===== src/rtl/vram_arbiter_if.sv =====
// Bus bundle for vram_arbiter: video fetch port, CPU port and the RAM port.
// Optional DMA write port exists only when VRAM_ARB_DMA_EN is defined.
// slave  = the arbiter itself
// master = the environment (requesters plus the synchronous RAM)
interface vram_arbiter_if #(
  parameter int ADDR_W = 16
);
  logic              vid_req;
  logic [ADDR_W-1:0] vid_addr;
  logic              vid_ack;
  logic [7:0]        vid_data;

  logic              cpu_req;
  logic              cpu_we;
  logic [ADDR_W-1:0] cpu_addr;
  logic [7:0]        cpu_din;
  logic              cpu_ack;
  logic [7:0]        cpu_dout;

  logic [ADDR_W-1:0] ram_addr;
  logic              ram_we;
  logic [7:0]        ram_din;
  logic [7:0]        ram_dout;

`ifdef VRAM_ARB_DMA_EN
  logic              dma_req;
  logic [ADDR_W-1:0] dma_addr;
  logic [7:0]        dma_din;
  logic              dma_ack;
`endif

  modport slave (
    input  vid_req, vid_addr, cpu_req, cpu_we, cpu_addr, cpu_din, ram_dout,
    output vid_ack, vid_data, cpu_ack, cpu_dout, ram_addr, ram_we, ram_din
`ifdef VRAM_ARB_DMA_EN
    , input dma_req, dma_addr, dma_din
    , output dma_ack
`endif
  );

  modport master (
    output vid_req, vid_addr, cpu_req, cpu_we, cpu_addr, cpu_din, ram_dout,
    input  vid_ack, vid_data, cpu_ack, cpu_dout, ram_addr, ram_we, ram_din
`ifdef VRAM_ARB_DMA_EN
    , output dma_req, dma_addr, dma_din
    , input dma_ack
`endif
  );
endinterface


===== src/rtl/vram_arbiter.sv =====
// vram_arbiter: shares one synchronous single-port RAM between a video fetch
// port and a CPU port. Video wins by default; after MAX_STREAK consecutive
// video grants made while the CPU waits, the CPU is granted once.
// Define VRAM_ARB_DMA_EN to add a write-only DMA port with top priority.
//
// state   | meaning
// IDLE    | arbitrate; latch winner's address/data into the RAM registers
// ISSUE   | RAM samples ram_addr (and ram_din/ram_we for writes)
// CAPTURE | ram_dout valid; registered into vid_data/cpu_dout at the edge
// ACK     | one-cycle ack pulse to the granted requester
module vram_arbiter #(
  parameter int ADDR_W     = 16,
  parameter int MAX_STREAK = 4
) (
  input logic           clk_sys,
  input logic           reset,
  vram_arbiter_if.slave bus
);

  localparam int SW = (MAX_STREAK < 1) ? 1 : $clog2(MAX_STREAK + 1);
  localparam logic [SW-1:0] STREAK_MAX = SW'(MAX_STREAK);

  typedef enum logic [1:0] {IDLE, ISSUE, CAPTURE, ACK} state_t;
  typedef enum logic [1:0] {SRC_VID, SRC_CPU, SRC_DMA} src_t;

  state_t            state_q;
  src_t              src_q;
  logic              wr_q;
  logic [SW-1:0]     streak_q, streak_d;
  logic [ADDR_W-1:0] ram_addr_q;
  logic              ram_we_q;
  logic [7:0]        ram_din_q;
  logic              vid_ack_q, cpu_ack_q;
  logic [7:0]        vid_data_q, cpu_dout_q;
  logic              gnt_vid_d, gnt_cpu_d;
`ifdef VRAM_ARB_DMA_EN
  logic              gnt_dma_d;
  logic              dma_ack_q;
`endif

  // Priority pick among pending requests; only acted on while IDLE.
  always_comb begin
    gnt_vid_d = 1'b0;
    gnt_cpu_d = 1'b0;
`ifdef VRAM_ARB_DMA_EN
    gnt_dma_d = 1'b0;
    if (bus.dma_req) gnt_dma_d = 1'b1;
    else
`endif
    if (bus.vid_req && !(bus.cpu_req && streak_q == STREAK_MAX)) gnt_vid_d = 1'b1;
    else if (bus.cpu_req) gnt_cpu_d = 1'b1;
  end

  // Streak of video grants won while the CPU was waiting; DMA grants leave it alone.
  always_comb begin
    streak_d = streak_q;
    if (state_q == IDLE) begin
      if (!bus.cpu_req || gnt_cpu_d) streak_d = '0;
      else if (gnt_vid_d && streak_q != STREAK_MAX) streak_d = streak_q + SW'(1);
    end
  end

  // Access sequencer with registered RAM controls, read data and acks.
  always_ff @(posedge clk_sys or posedge reset) begin
    if (reset) begin
      state_q    <= IDLE;
      src_q      <= SRC_VID;
      wr_q       <= 1'b0;
      streak_q   <= '0;
      ram_addr_q <= '0;
      ram_we_q   <= 1'b0;
      ram_din_q  <= '0;
      vid_ack_q  <= 1'b0;
      cpu_ack_q  <= 1'b0;
      vid_data_q <= '0;
      cpu_dout_q <= '0;
`ifdef VRAM_ARB_DMA_EN
      dma_ack_q  <= 1'b0;
`endif
    end else begin
      streak_q <= streak_d;
      case (state_q)
        IDLE: begin
`ifdef VRAM_ARB_DMA_EN
          if (gnt_dma_d) begin
            src_q      <= SRC_DMA;
            wr_q       <= 1'b1;
            ram_addr_q <= bus.dma_addr;
            ram_din_q  <= bus.dma_din;
            ram_we_q   <= 1'b1;
            state_q    <= ISSUE;
          end else
`endif
          if (gnt_vid_d) begin
            src_q      <= SRC_VID;
            wr_q       <= 1'b0;
            ram_addr_q <= bus.vid_addr;
            ram_we_q   <= 1'b0;
            state_q    <= ISSUE;
          end else if (gnt_cpu_d) begin
            src_q      <= SRC_CPU;
            wr_q       <= bus.cpu_we;
            ram_addr_q <= bus.cpu_addr;
            ram_din_q  <= bus.cpu_din;
            ram_we_q   <= bus.cpu_we;
            state_q    <= ISSUE;
          end
        end
        ISSUE: begin
          ram_we_q <= 1'b0;
          state_q  <= CAPTURE;
        end
        CAPTURE: begin
          if (src_q == SRC_VID) begin
            vid_data_q <= bus.ram_dout;
            vid_ack_q  <= 1'b1;
          end else if (src_q == SRC_CPU) begin
            if (!wr_q) cpu_dout_q <= bus.ram_dout;
            cpu_ack_q <= 1'b1;
          end
`ifdef VRAM_ARB_DMA_EN
          else dma_ack_q <= 1'b1;
`endif
          state_q <= ACK;
        end
        ACK: begin
          vid_ack_q <= 1'b0;
          cpu_ack_q <= 1'b0;
`ifdef VRAM_ARB_DMA_EN
          dma_ack_q <= 1'b0;
`endif
          state_q   <= IDLE;
        end
        default: state_q <= IDLE;
      endcase
    end
  end

  assign bus.ram_addr = ram_addr_q;
  assign bus.ram_we   = ram_we_q;
  assign bus.ram_din  = ram_din_q;
  assign bus.vid_ack  = vid_ack_q;
  assign bus.vid_data = vid_data_q;
  assign bus.cpu_ack  = cpu_ack_q;
  assign bus.cpu_dout = cpu_dout_q;
`ifdef VRAM_ARB_DMA_EN
  assign bus.dma_ack  = dma_ack_q;
`endif

endmodule


===== src/flat_wrapper.sv =====
// flat-port wrapper written by rule: the top's interface ports become plain ports
module vram_arbiter_flat 
#(
  parameter int ADDR_W     = 16,
  parameter int MAX_STREAK = 4
)
  (clk_sys, reset, bus_vid_req, bus_vid_addr, bus_cpu_req, bus_cpu_we, bus_cpu_addr, bus_cpu_din, bus_ram_dout, bus_vid_ack, bus_vid_data, bus_cpu_ack, bus_cpu_dout, bus_ram_addr, bus_ram_we, bus_ram_din);
  vram_arbiter_if #(.ADDR_W(ADDR_W)) bus_i ();
  input logic clk_sys;
  input logic reset;
  input wire logic [$bits(bus_i.vid_req)-1:0] bus_vid_req;
  input wire logic [$bits(bus_i.vid_addr)-1:0] bus_vid_addr;
  input wire logic [$bits(bus_i.cpu_req)-1:0] bus_cpu_req;
  input wire logic [$bits(bus_i.cpu_we)-1:0] bus_cpu_we;
  input wire logic [$bits(bus_i.cpu_addr)-1:0] bus_cpu_addr;
  input wire logic [$bits(bus_i.cpu_din)-1:0] bus_cpu_din;
  input wire logic [$bits(bus_i.ram_dout)-1:0] bus_ram_dout;
  output wire logic [$bits(bus_i.vid_ack)-1:0] bus_vid_ack;
  output wire logic [$bits(bus_i.vid_data)-1:0] bus_vid_data;
  output wire logic [$bits(bus_i.cpu_ack)-1:0] bus_cpu_ack;
  output wire logic [$bits(bus_i.cpu_dout)-1:0] bus_cpu_dout;
  output wire logic [$bits(bus_i.ram_addr)-1:0] bus_ram_addr;
  output wire logic [$bits(bus_i.ram_we)-1:0] bus_ram_we;
  output wire logic [$bits(bus_i.ram_din)-1:0] bus_ram_din;
  assign bus_i.vid_req = bus_vid_req;
  assign bus_i.vid_addr = bus_vid_addr;
  assign bus_i.cpu_req = bus_cpu_req;
  assign bus_i.cpu_we = bus_cpu_we;
  assign bus_i.cpu_addr = bus_cpu_addr;
  assign bus_i.cpu_din = bus_cpu_din;
  assign bus_i.ram_dout = bus_ram_dout;
  assign bus_vid_ack = bus_i.vid_ack;
  assign bus_vid_data = bus_i.vid_data;
  assign bus_cpu_ack = bus_i.cpu_ack;
  assign bus_cpu_dout = bus_i.cpu_dout;
  assign bus_ram_addr = bus_i.ram_addr;
  assign bus_ram_we = bus_i.ram_we;
  assign bus_ram_din = bus_i.ram_din;
  vram_arbiter #(.ADDR_W(ADDR_W), .MAX_STREAK(MAX_STREAK)) u_core (.clk_sys(clk_sys), .reset(reset), .bus(bus_i));
endmodule

===== config.mk =====
export PLATFORM = sky130hd
export DESIGN_NAME = vram_arbiter_flat
export DESIGN_NICKNAME = d
export VERILOG_FILES = /design/src/rtl/vram_arbiter_if.sv /design/src/rtl/vram_arbiter.sv /design/src/flat_wrapper.sv
export SDC_FILE = /design/constraint.sdc
export NUM_CORES = 1
export LEC_CHECK = 0
export ABC_AREA = 1
export ABC_CLOCK_PERIOD_IN_PS = 1700
export CAP_MARGIN = 20
export CORE_ASPECT_RATIO = 1.25
export CORE_MARGIN = 5
export CORE_UTILIZATION = 60
export CTS_CLUSTER_DIAMETER = 120
export DETAILED_ROUTE_END_ITERATION = 10
export DONT_BUFFER_PORTS = 1
export PLACE_DENSITY_LB_ADDON = 0.12
export SETUP_SLACK_MARGIN = 0.4
export SLEW_MARGIN = 25
export SYNTH_ARGS = -nofsm -noshare
export SYNTH_HDL_FRONTEND = slang
export SYNTH_SLANG_ARGS = --single-unit
export TNS_END_PERCENT = 1

===== constraint.sdc =====
create_clock -name clk_sys -period 1.7 [get_ports clk_sys]
set_input_delay 0.255 -clock clk_sys [delete_from_list [all_inputs] [get_ports clk_sys]]
set_output_delay 0.255 -clock clk_sys [all_outputs]
set_load 0.1 [all_outputs]

==> summary.txt <==
Timing
  – Hold Slack: 0.0919 ns
  – Final Cycle Share: 0.788
  – Max-slew violations: 0
  – Max-slew headroom: 0.642
  – Worst-margin pin slew: 0.536 ns
  – Final setup viols: 0
  – RSZ-0062 raised after global routing: true
  – Minimum clock period after layout: 1.34 ns
  – Setup TNS: 0 ns
  – Fin. Hold Viols: 0
  – Max Clk Rate: 746 MHz
  – Setup Skew: 0.00727 ns

Clocking
  – Number of buffers created by CTS: 5
  – H-tree depth: 2
  – CTS Root Buffer Type: clkbuf_8
  – CTS tree: done
  – Worst-Skew Late Latency: 0.30 ns
  – Sink Count: 50
  – Clk pin slew, worst setup/hold paths: 0.09 ns
  – Clock Tree Buf Depth: 2

Worst setup path
  – WP data required: 1.89 ns
  – WS Path Type: register to register
  – CP Max Fanout: 9
  – Worst Path Buf+Inv: 2
  – CP cell instances: inv_2, ha_4, nand3_4, buf_12, nand2_8, nand2_4, nand2_1, nand2_1
  – Slowest stage delay, CP: 0.41 ns
  – Worst Setup Start Kind: register
  – Crit-path leading delay family: simple AND/OR/NAND/NOR gates
  – Critical path arrival: 1.53 ns
  – Most frequent CP cell: nand2_1
  – Crit path capture type: register
  – CP max-delay cell: dfrtp_1

Synthesis
  – Synthesized area: 0.00243 mm²
  – Top post-synthesis cells by count: 89 x nand2_1, 55 x inv_1, 50 x dfrtp_1, 41 x nand3_1, 23 x o21ai_0
  – Top-count cell post-synth: nand2_1
  – Register area share after synthesis: 0.514
  – Cells after Synth: 292
  – Area share of the largest cell type after synthesis: 0.514
  – Post-synthesis async set-or-reset flop share: 1.00
  – Synth cell types: 25
  – Top cells by area, synth: dfrtp_1 51%, nand2_1 14%, inv_1 8.5%
  – Avg Cell Area, Syn: 8.33 µm²
  – Flops & latches, synth: 50
  – Synth Flop Type: dfrtp_1
  – Post-synth top area cell: dfrtp_1
  – Syn_nets: 352
  – Synth warn: 0
  – Post-synth EDFFs: 0

Floorplan
  – Die Height: 81.2 µm
  – Row count: 26
  – Die Area: 0.00544 mm²
  – Die width: 67.0 µm
  – Initial Utilization: 0.608
  – Core footprint: 0.00400 mm²
  – I/O pin count: 96

Drt
  – DRT iter0 DRCs: 57
  – Routed Wire Length: 5.84 mm
  – Pre-antenna DRT Iters: 4
  – Remaining antenna violation count after routing: 0
  – Drt wl/cell: 14.4 µm
  – Via count: 2,028
  – DR vias/cell: 4.98
  – DRC: 0

Worst hold path
  – Hold Path Class: primary input to register

Global route
  – Maximum number of pins on one net before global-route repair: 28
  – Antenna violations before repair: 0
  – Vias in the first global route: 2,005
  – Grt ovf: 0
  – First-pass GRT wire length: 9.09 mm
  – All-Layer GR Usage: 0.225

Place
  – # port buffers: 0
  – GP Congestion: 0.753
  – DP HPWL: 4.00 mm

Run status
  – Outcome: finished, final reports clean

Flow run
  – Max Cap Viol: 0

Final layout
  – Nets: 410
  – Syn-to-layout area delta: 28.7%
  – Reg area: 0.00125 mm²
  – Fillers: 290
  – Multi-input logic area: 962 µm²
  – Antenna diodes: 0
  – Share of layout cells above drive strength 1: 0.251
[state kept, by name (all words and copies together) (netlist names), 2 cells and up]
name / flops
u_core.bus.ram_addr: 16
u_core.bus.cpu_dout: 8
u_core.bus.ram_din: 8
u_core.bus.vid_data: 8
u_core.streak_q: 3
u_core.state_q: 2
[cell usage in the layout (no fill, tap or decap), drive strengths merged]
cell type    instances
clkinvlp             1
nand3               43
inv                 56
dfrtp               50
a21oi                1
nor2                 1
buf                 57
nand2               96
o21ai               24
xor2                 1
bufbuf               1
clkbuf               8
o22ai                2
o211ai               1
nor3                 1
dlygate4sd3          1
ha                   7
[kinds of logic after synthesis]
logic type	count (synthesis)	synth area share
xor+xnor	1	0.00360
buf+inv	67	0.127
simple gates	139	0.255
compound gates	28	0.0643
fa+ha+maj	7	0.0360
flops	50	0.514
[worst paths after layout]
kind	depth (start not counted)	from	endpoint	slack, ns
setup / recovery	8	u_core.streak_q[1]$_DFFE_PP0P_	u_core.bus.ram_din[6]$_DFFE_PP0P_	0.36
max in group asynchronous	3	reset	u_core.bus.ram_din[0]$_DFFE_PP0P_	0.73
setup reg to reg	8	u_core.streak_q[1]$_DFFE_PP0P_	u_core.bus.ram_din[6]$_DFFE_PP0P_	0.36
hold reg to reg	2	u_core.bus.ram_addr[14]$_DFFE_PP0P_	u_core.bus.ram_addr[14]$_DFFE_PP0P_	0.49
min in group asynchronous	2	reset	u_core.streak_q[2]$_DFFE_PP0P_	0.48
hold / removal	2	bus_cpu_din[2]	u_core.bus.ram_din[2]$_DFFE_PP0P_	0.09
[final cells by class]
| cell class | count | share of cell area |
|---|---|---|
| Sequential cell | 50 | 0.399 |
| Tap cell | 56 | 0.0224 |
| Multi-Input combinational cell | 177 | 0.307 |
| Timing Repair Buffer | 59 | 0.166 |
| Clock buffer | 8 | 0.0351 |
| Inverter | 57 | 0.0703 |
[layer usage]
layer | GRT usage | wire, µm | vias up
met2 | 0.390 | 3090 | 80
li1 | - | - | 1014
met1 | 0.256 | 2220 | 922
met5 | 0 | 0 | -
met3 | 0.0719 | 401 | 12
met4 | 0.0892 | 129 | 0
[timing repair]
item	in CTS	in global routing
hold buffers	1	0
setup buffers	6	3
endpoints found under the hold margin	23	0
endpoints found under the setup margin	42	41
cloned	3	0
resized for setup	18	2
pin swaps	3	1
[per-stage QoR]
step,worst slack [ns],area [µm²],cells,util
floorplan,0.346,2440,292,-
CTS,0.381,3100,404,0.774
global placement,0.254,2800,386,0.699
detailed placement,0.197,2800,386,0.699
global route,0.287,3130,407,0.783
finish,0.360,3130,407,0.783
Power is not shown: default switching activity piles up to over one toggle a cycle in this logic, so the estimate is an artifact.
